===== src/rtl/axi4s_uart_tx_if.sv =====
// AXI4-Stream byte channel feeding the UART transmitter.
interface axi4s_uart_tx_if;
    logic       tvalid;
    logic       tready;
    logic [7:0] tdata;

    modport master (output tvalid, output tdata, input tready);
    modport slave  (input tvalid, input tdata, output tready);
endinterface


===== src/rtl/axi4s_uart_tx.sv =====
// UART transmitter: AXI4-Stream bytes in, 8-bit async frames out on uart_txd.
// Define AXI4S_UART_TX_PARITY_EN to add an even-parity bit; SYNTHESIS selects BAUD_RATE over BAUD_RATE_SIM.
module axi4s_uart_tx #(
    parameter real ACLK_FREQUENCY = 200000000.0,
    parameter int  BAUD_RATE      = 9600,
    parameter int  BAUD_RATE_SIM  = 50000000,
    parameter int  STOP_BITS      = 1
) (
    input  logic            aclk,
    input  logic            areset,
    axi4s_uart_tx_if.slave  tx_byte,
    output logic            uart_txd,
    output logic            tx_busy
);

    localparam int T_SYN = int'(ACLK_FREQUENCY / real'(BAUD_RATE));
    localparam int T_SIM = int'(ACLK_FREQUENCY / real'(BAUD_RATE_SIM));
`ifdef SYNTHESIS
    localparam int T = T_SYN;
`else
    localparam int T = T_SIM;
`endif
    localparam int            TW        = (T > 1) ? $clog2(T) : 1;
    localparam logic [TW-1:0] TICK_MAX  = TW'(T - 1);
    localparam logic [2:0]    STOP_LAST = 3'(STOP_BITS - 1);

    // Both baud settings must give at least two clocks per bit.
    if (T_SYN < 2 || T_SIM < 2 || (STOP_BITS != 1 && STOP_BITS != 2)) begin : g_param_check
        $error("axi4s_uart_tx: clocks per bit must be >= 2 and STOP_BITS must be 1 or 2");
    end

    typedef enum logic [2:0] {
        S_IDLE,
        S_START,
        S_DATA,
`ifdef AXI4S_UART_TX_PARITY_EN
        S_PARITY,
`endif
        S_STOP
    } state_t;

    state_t        state_q, state_d;
    logic [TW-1:0] tick_q, tick_d;
    logic [2:0]    bit_idx_q, bit_idx_d;
    logic [7:0]    shift_q, shift_d;
    logic          txd_q, txd_d;
    logic          busy_q, busy_d;
    logic          tready_q, tready_d;
`ifdef AXI4S_UART_TX_PARITY_EN
    logic          parity_q, parity_d;
`endif

    logic transfer;
    logic bit_done;

    assign transfer = tx_byte.tvalid && tready_q;
    assign bit_done = (tick_q == '0);

    // NOTE: sync reset has priority, so tvalid is ignored on any edge with areset high.
    always_ff @(posedge aclk) begin
        if (areset) begin
            state_q   <= S_IDLE;
            tick_q    <= '0;
            bit_idx_q <= '0;
            shift_q   <= '0;
            txd_q     <= 1'b1;
            busy_q    <= 1'b0;
            tready_q  <= 1'b0;
`ifdef AXI4S_UART_TX_PARITY_EN
            parity_q  <= 1'b0;
`endif
        end else begin
            // NOTE: non-blocking everywhere here so every flop samples the pre-edge values.
            state_q   <= state_d;
            tick_q    <= tick_d;
            bit_idx_q <= bit_idx_d;
            shift_q   <= shift_d;
            txd_q     <= txd_d;
            busy_q    <= busy_d;
            tready_q  <= tready_d;
`ifdef AXI4S_UART_TX_PARITY_EN
            parity_q  <= parity_d;
`endif
        end
    end

    // Next state and datapath; the tick counter reloads at every bit boundary.
    always_comb begin
        state_d   = state_q;
        tick_d    = tick_q;
        bit_idx_d = bit_idx_q;
        shift_d   = shift_q;
`ifdef AXI4S_UART_TX_PARITY_EN
        parity_d  = parity_q;
`endif
        unique case (state_q)
            S_IDLE: begin
                if (transfer) begin
                    state_d   = S_START;
                    tick_d    = TICK_MAX;
                    bit_idx_d = '0;
                    shift_d   = tx_byte.tdata;
`ifdef AXI4S_UART_TX_PARITY_EN
                    parity_d  = ^tx_byte.tdata;
`endif
                end
            end
            S_START: begin
                tick_d = bit_done ? TICK_MAX : tick_q - 1'b1;
                if (bit_done) begin
                    state_d   = S_DATA;
                    bit_idx_d = '0;
                end
            end
            S_DATA: begin
                tick_d = bit_done ? TICK_MAX : tick_q - 1'b1;
                if (bit_done) begin
                    shift_d = {1'b0, shift_q[7:1]};
                    if (bit_idx_q == 3'd7) begin
                        bit_idx_d = '0;
`ifdef AXI4S_UART_TX_PARITY_EN
                        state_d   = S_PARITY;
`else
                        state_d   = S_STOP;
`endif
                    end else begin
                        bit_idx_d = bit_idx_q + 1'b1;
                    end
                end
            end
`ifdef AXI4S_UART_TX_PARITY_EN
            S_PARITY: begin
                tick_d = bit_done ? TICK_MAX : tick_q - 1'b1;
                if (bit_done) state_d = S_STOP;
            end
`endif
            S_STOP: begin
                tick_d = bit_done ? TICK_MAX : tick_q - 1'b1;
                if (bit_done) begin
                    if (bit_idx_q == STOP_LAST) begin
                        state_d   = S_IDLE;
                        tick_d    = '0;
                        bit_idx_d = '0;
                    end else begin
                        bit_idx_d = bit_idx_q + 1'b1;
                    end
                end
            end
            default: state_d = S_IDLE;
        endcase
    end

    // Outputs are registered one edge behind the state, keeping uart_txd glitch-free.
    always_comb begin
        txd_d = 1'b1;
        unique case (state_q)
            S_START:  txd_d = 1'b0;
            S_DATA:   txd_d = shift_q[0];
`ifdef AXI4S_UART_TX_PARITY_EN
            S_PARITY: txd_d = parity_q;
`endif
            default:  txd_d = 1'b1;
        endcase
        busy_d   = (state_q != S_IDLE) && (state_d != S_IDLE);
        tready_d = (state_d == S_IDLE);
    end

    assign uart_txd       = txd_q;
    assign tx_busy        = busy_q;
    assign tx_byte.tready = tready_q;

endmodule


===== src/flat_wrapper.sv =====
// flat-port wrapper written by rule: the top's interface ports become plain ports
module axi4s_uart_tx_flat 
#(
    parameter real ACLK_FREQUENCY = 200000000.0,
    parameter int  BAUD_RATE      = 9600,
    parameter int  BAUD_RATE_SIM  = 50000000,
    parameter int  STOP_BITS      = 1
)
  (aclk, areset, uart_txd, tx_busy, tx_byte_tvalid, tx_byte_tdata, tx_byte_tready);
  axi4s_uart_tx_if tx_byte_i ();
  input  logic aclk;
  input  logic areset;
  output logic uart_txd;
  output logic tx_busy;
  input wire logic [$bits(tx_byte_i.tvalid)-1:0] tx_byte_tvalid;
  input wire logic [$bits(tx_byte_i.tdata)-1:0] tx_byte_tdata;
  output wire logic [$bits(tx_byte_i.tready)-1:0] tx_byte_tready;
  assign tx_byte_i.tvalid = tx_byte_tvalid;
  assign tx_byte_i.tdata = tx_byte_tdata;
  assign tx_byte_tready = tx_byte_i.tready;
  axi4s_uart_tx #(.ACLK_FREQUENCY(ACLK_FREQUENCY), .BAUD_RATE(BAUD_RATE), .BAUD_RATE_SIM(BAUD_RATE_SIM), .STOP_BITS(STOP_BITS)) u_core (.aclk(aclk), .areset(areset), .tx_byte(tx_byte_i), .uart_txd(uart_txd), .tx_busy(tx_busy));
endmodule

===== config.mk =====
export PLATFORM = sky130hd
export DESIGN_NAME = axi4s_uart_tx_flat
export DESIGN_NICKNAME = d
export VERILOG_FILES = /design/src/rtl/axi4s_uart_tx_if.sv /design/src/rtl/axi4s_uart_tx.sv /design/src/flat_wrapper.sv
export SDC_FILE = /design/constraint.sdc
export NUM_CORES = 1
export LEC_CHECK = 0
export ABC_AREA = 1
export BUFFER_PORTS_ARGS = -buffer_cell sky130_fd_sc_hd__buf_2
export CAP_MARGIN = 40
export CORE_ASPECT_RATIO = 1.2
export CORE_UTILIZATION = 45
export CTS_BUF_LIST = sky130_fd_sc_hd__clkbuf_4
export CTS_CLUSTER_SIZE = 25
export DETAILED_ROUTE_END_ITERATION = 10
export MAX_ROUTING_LAYER = met4
export PLACE_DENSITY = 0.73
export REMOVE_ABC_BUFFERS = 1
export SYNTH_ARGS = -nofsm -noshare
export SYNTH_HDL_FRONTEND = slang
export SYNTH_SLANG_ARGS = --single-unit

===== constraint.sdc =====
create_clock -name aclk -period 1.36 [get_ports aclk]
set_input_delay 0.136 -clock aclk [delete_from_list [all_inputs] [get_ports aclk]]
set_output_delay 0.136 -clock aclk [all_outputs]
set_load 0.02 [all_outputs]

==> out/results.ini <==
[timing]
fmaxAchievable_ghz = 0.6834
hold_viol = 0
min_period_ps = 1463
setup_viol = 27
skew_ps = 8.756
layout_setup_ws_ps = -103.3
post-route-period-util_pct = 107.6
report.final.slew_viol_count = 0
rsz0062_at_grt = true

[floorplanning]
initial_utilization_pct = 47.63
io_pins = 14
die_area_um2 = 4503
die_h_um = 73.31
row_count = 25
core_um2 = 4004
dieWidth_um = 61.43

[cts]
cts_buffers = 5
cts.sinks = 32
cts_buffer_depth = 2
htree_num_levels = 2
cts_tree = yes
postCtsHoldBufs = 0
clkTransAtPathRegs_ps = 100
clock_tree.root_cell = clkbuf_4
clkLatencyLatePin_ps = 350

[global_route]
track_usage_pct = 22.33
overflow = 0
antenna_found_initial = 0
grt_max_degree = 17
grt_pass1_wl_um = 7024
grt_pass1_vias = 1690

[power_and_ir_drop]
p_leak_nw = 1.226
vdd_ir_drop_max_uv = 587.3
pwr_density_cell_nw_per_um2 = 1021
switching_power_mw = 0.9473
clkPwrFrac_pct = 21.8
intPower_mw = 1.661
p_sw_share_pct = 36.32
power.total_mw = 2.608
pwr-share-seq_pct = 39.9
p_comb_share_pct = 38.2

[yosys]
synth_top_area_share_pct = 33.60
synth_area_um2 = 1907
synth_area_leaders = dfxtp_1 34%, nand2_1 11%, inv_1 7.5%
syn_avg_cell_area_um2 = 7.142
seq_area_frac_synth_pct = 33.60
yosys_warnings = 0
yosys.area.top_type = dfxtp_1
ys_seq_elements = 32
synth_cells = 267
synth_cell_types = 31

[route]
final_antenna_net_count = 0
vias = 1859
routedWlPerCell_um = 12.79
viasPerCell = 4.892
drt_iter0_drc = 99
post-route-drc-count = 0
drt-total-wl_um = 4861
dr.pass1.iters = 4

[finish]
final_common_cell = nand2_1
fin_util_pct = 63.78
nets = 340
area_growth_pct = 33.92
layout-drive-gt1-share_pct = 41.41
antenna-diode-count = 0
final_cell_mix = 48 x nand2_1, 38 x buf_4, 35 x inv_1

[place]
gp_congestion = 0.9635
pre_cts_ws_ps = -139.6
hpwl_um = 3302
numPortBuffers = 13

[worst_setup_path]
cp_slowest_cell = dfxtp_1
reg2reg_slack_ps = -100
path_class = flop to flop
critPathArrivalTime_ps = 1710
r2r_start = u_core.tick_q[6]
cp_cell_sequence = nor2_2, nand2_2, nor2_4, nand3_2, inv_2, nand2_4, nand2_4, nor2_4, clkinv_4, nor2_2
crit_path_max_incr_delay_ps = 330
cp_max_fo = 8
end_kind = flop
required_ps = 1610
worstReg2RegEnd = u_core.tick_q[10]
start_kind = flop
r2r_cells = 10

[worst_hold_path]
hp-class = primary input to flop
hold_path_end = u_core.shift_q[7]
hp-start = tx_byte_tdata[7]
hold_depth = 3

[status]
status = complete, but fails checks
violations = negative setup slack

[flow_run]
cap_violations = 0

## power by group through the flow
stage          clock [mW]  sequential [mW]  combinational, mW
4_1_cts             0.585             1.04              0.870
3_5_place_dp            0             1.05              0.829
3_3_place_gp            0             1.05              0.816
2_1_floorplan           0             1.06              0.535
5_1_grt             0.598             1.05               1.08
6_report            0.569             1.04              0.997
## per-layer routing
metal / routed length [um] / share of wire (%) / track usage, %
met1: 1928 / 40 / 21.69
met2: 2607 / 54 / 38.29
met3: 177 / 3.6 / 5.986
met4: 148 / 3.0 / 14.07
met5: 0 / 0 / -
## layout make-up
class	instances	area [um2]
Inverter	44	172.7
Fill cell	355	1450
Timing Repair Buffer	54	392.9
Multi-Input combinational cell	188	1216
Tap cell	54	67.56
Clock inverter	1	3.754
Sequential cell	32	648.1
Clock buffer	7	52.55
## metrics by stage
step / area (um2) / setup TNS (ps) / instances / hold WS, ps
after global routing: 2554 / -3656 / 380 / 37.66
final: 2554 / -1616 / 380 / 36.06
after floorplan: 1874 / -443.7 / 263 / 205.1
after CTS: 2402 / -988.4 / 375 / 21.71
after global placement: 2282 / -1342 / 365 / 394.9
after detailed placement: 2282 / -2405 / 365 / 392.9
## cell usage after synthesis
cell	count
a211oi_2	1
a21oi_1	13
a21oi_2	4
and3_1	1
buf_2	2
buf_6	2
conb_1	1
dfxtp_1	32
ha_1	4
inv_1	38
inv_2	4
inv_4	1
inv_6	1
nand2_1	54
nand2_4	5
nand3_1	18
nand3_2	3
nand3b_1	2
nand4_1	5
nor2_1	24
nor2_2	13
nor2_4	5
nor2_8	1
nor3_2	1
o211a_1	1
o21ai_0	10
o21ai_1	10
o21ai_2	3
o21bai_1	1
xnor2_1	1
xor2_1	6
## repair_timing
item / CTS / global route
resized for setup: 15 / 33
hold endpoints to repair: 0 / 0
cloned: 0 / 1
setup endpoints to repair: 29 / 30
pin swaps: 8 / 22
buffers inserted: 2 / 4
## flip-flops by register name (all words and copies together), names as in the netlist
register               cells
u_core.tick_q             15
u_core.shift_q             8
u_core.bit_idx_q           3
u_core.state_q             3
u_core.tx_busy             1
u_core.tx_byte.tready      1
u_core.uart_txd            1
## worst max-delay path by stage
| stage | from | end | slack [ps] | cells after the start |
|---|---|---|---|---|
| after floorplan | u_core.tx_byte.tready | u_core.tick_q[13] | -110 | 8 |
| after global placement | u_core.tick_q[0] | u_core.shift_q[6] | -110 | 9 |
| after detailed placement | u_core.tick_q[0] | u_core.shift_q[6] | -140 | 9 |
| after CTS | u_core.tick_q[1] | u_core.tick_q[3] | -70 | 11 |
| after global routing | u_core.tick_q[0] | u_core.tick_q[13] | -230 | 11 |
| final | u_core.tick_q[6] | u_core.tick_q[10] | -100 | 10 |
## worst max-delay path, delay by kind of cell (launching register included)
family	cells	cell delay, ps
flip-flops	1	330
buffers and inverters	2	210
AND/OR/NAND/NOR	8	800
## cells by family after synthesis
family / after synthesis / share of synthesized area, %
other: 1 / 0.1967
AO/OA/AOI/OAI: 43 / 13.45
flip-flops: 32 / 33.60
AND/OR/NAND/NOR: 132 / 36.15
buffers and inverters: 48 / 10.76
XOR/XNOR: 7 / 3.215
adder cells (fa/ha/maj): 4 / 2.625
Power figures use the tool's default switching activity.
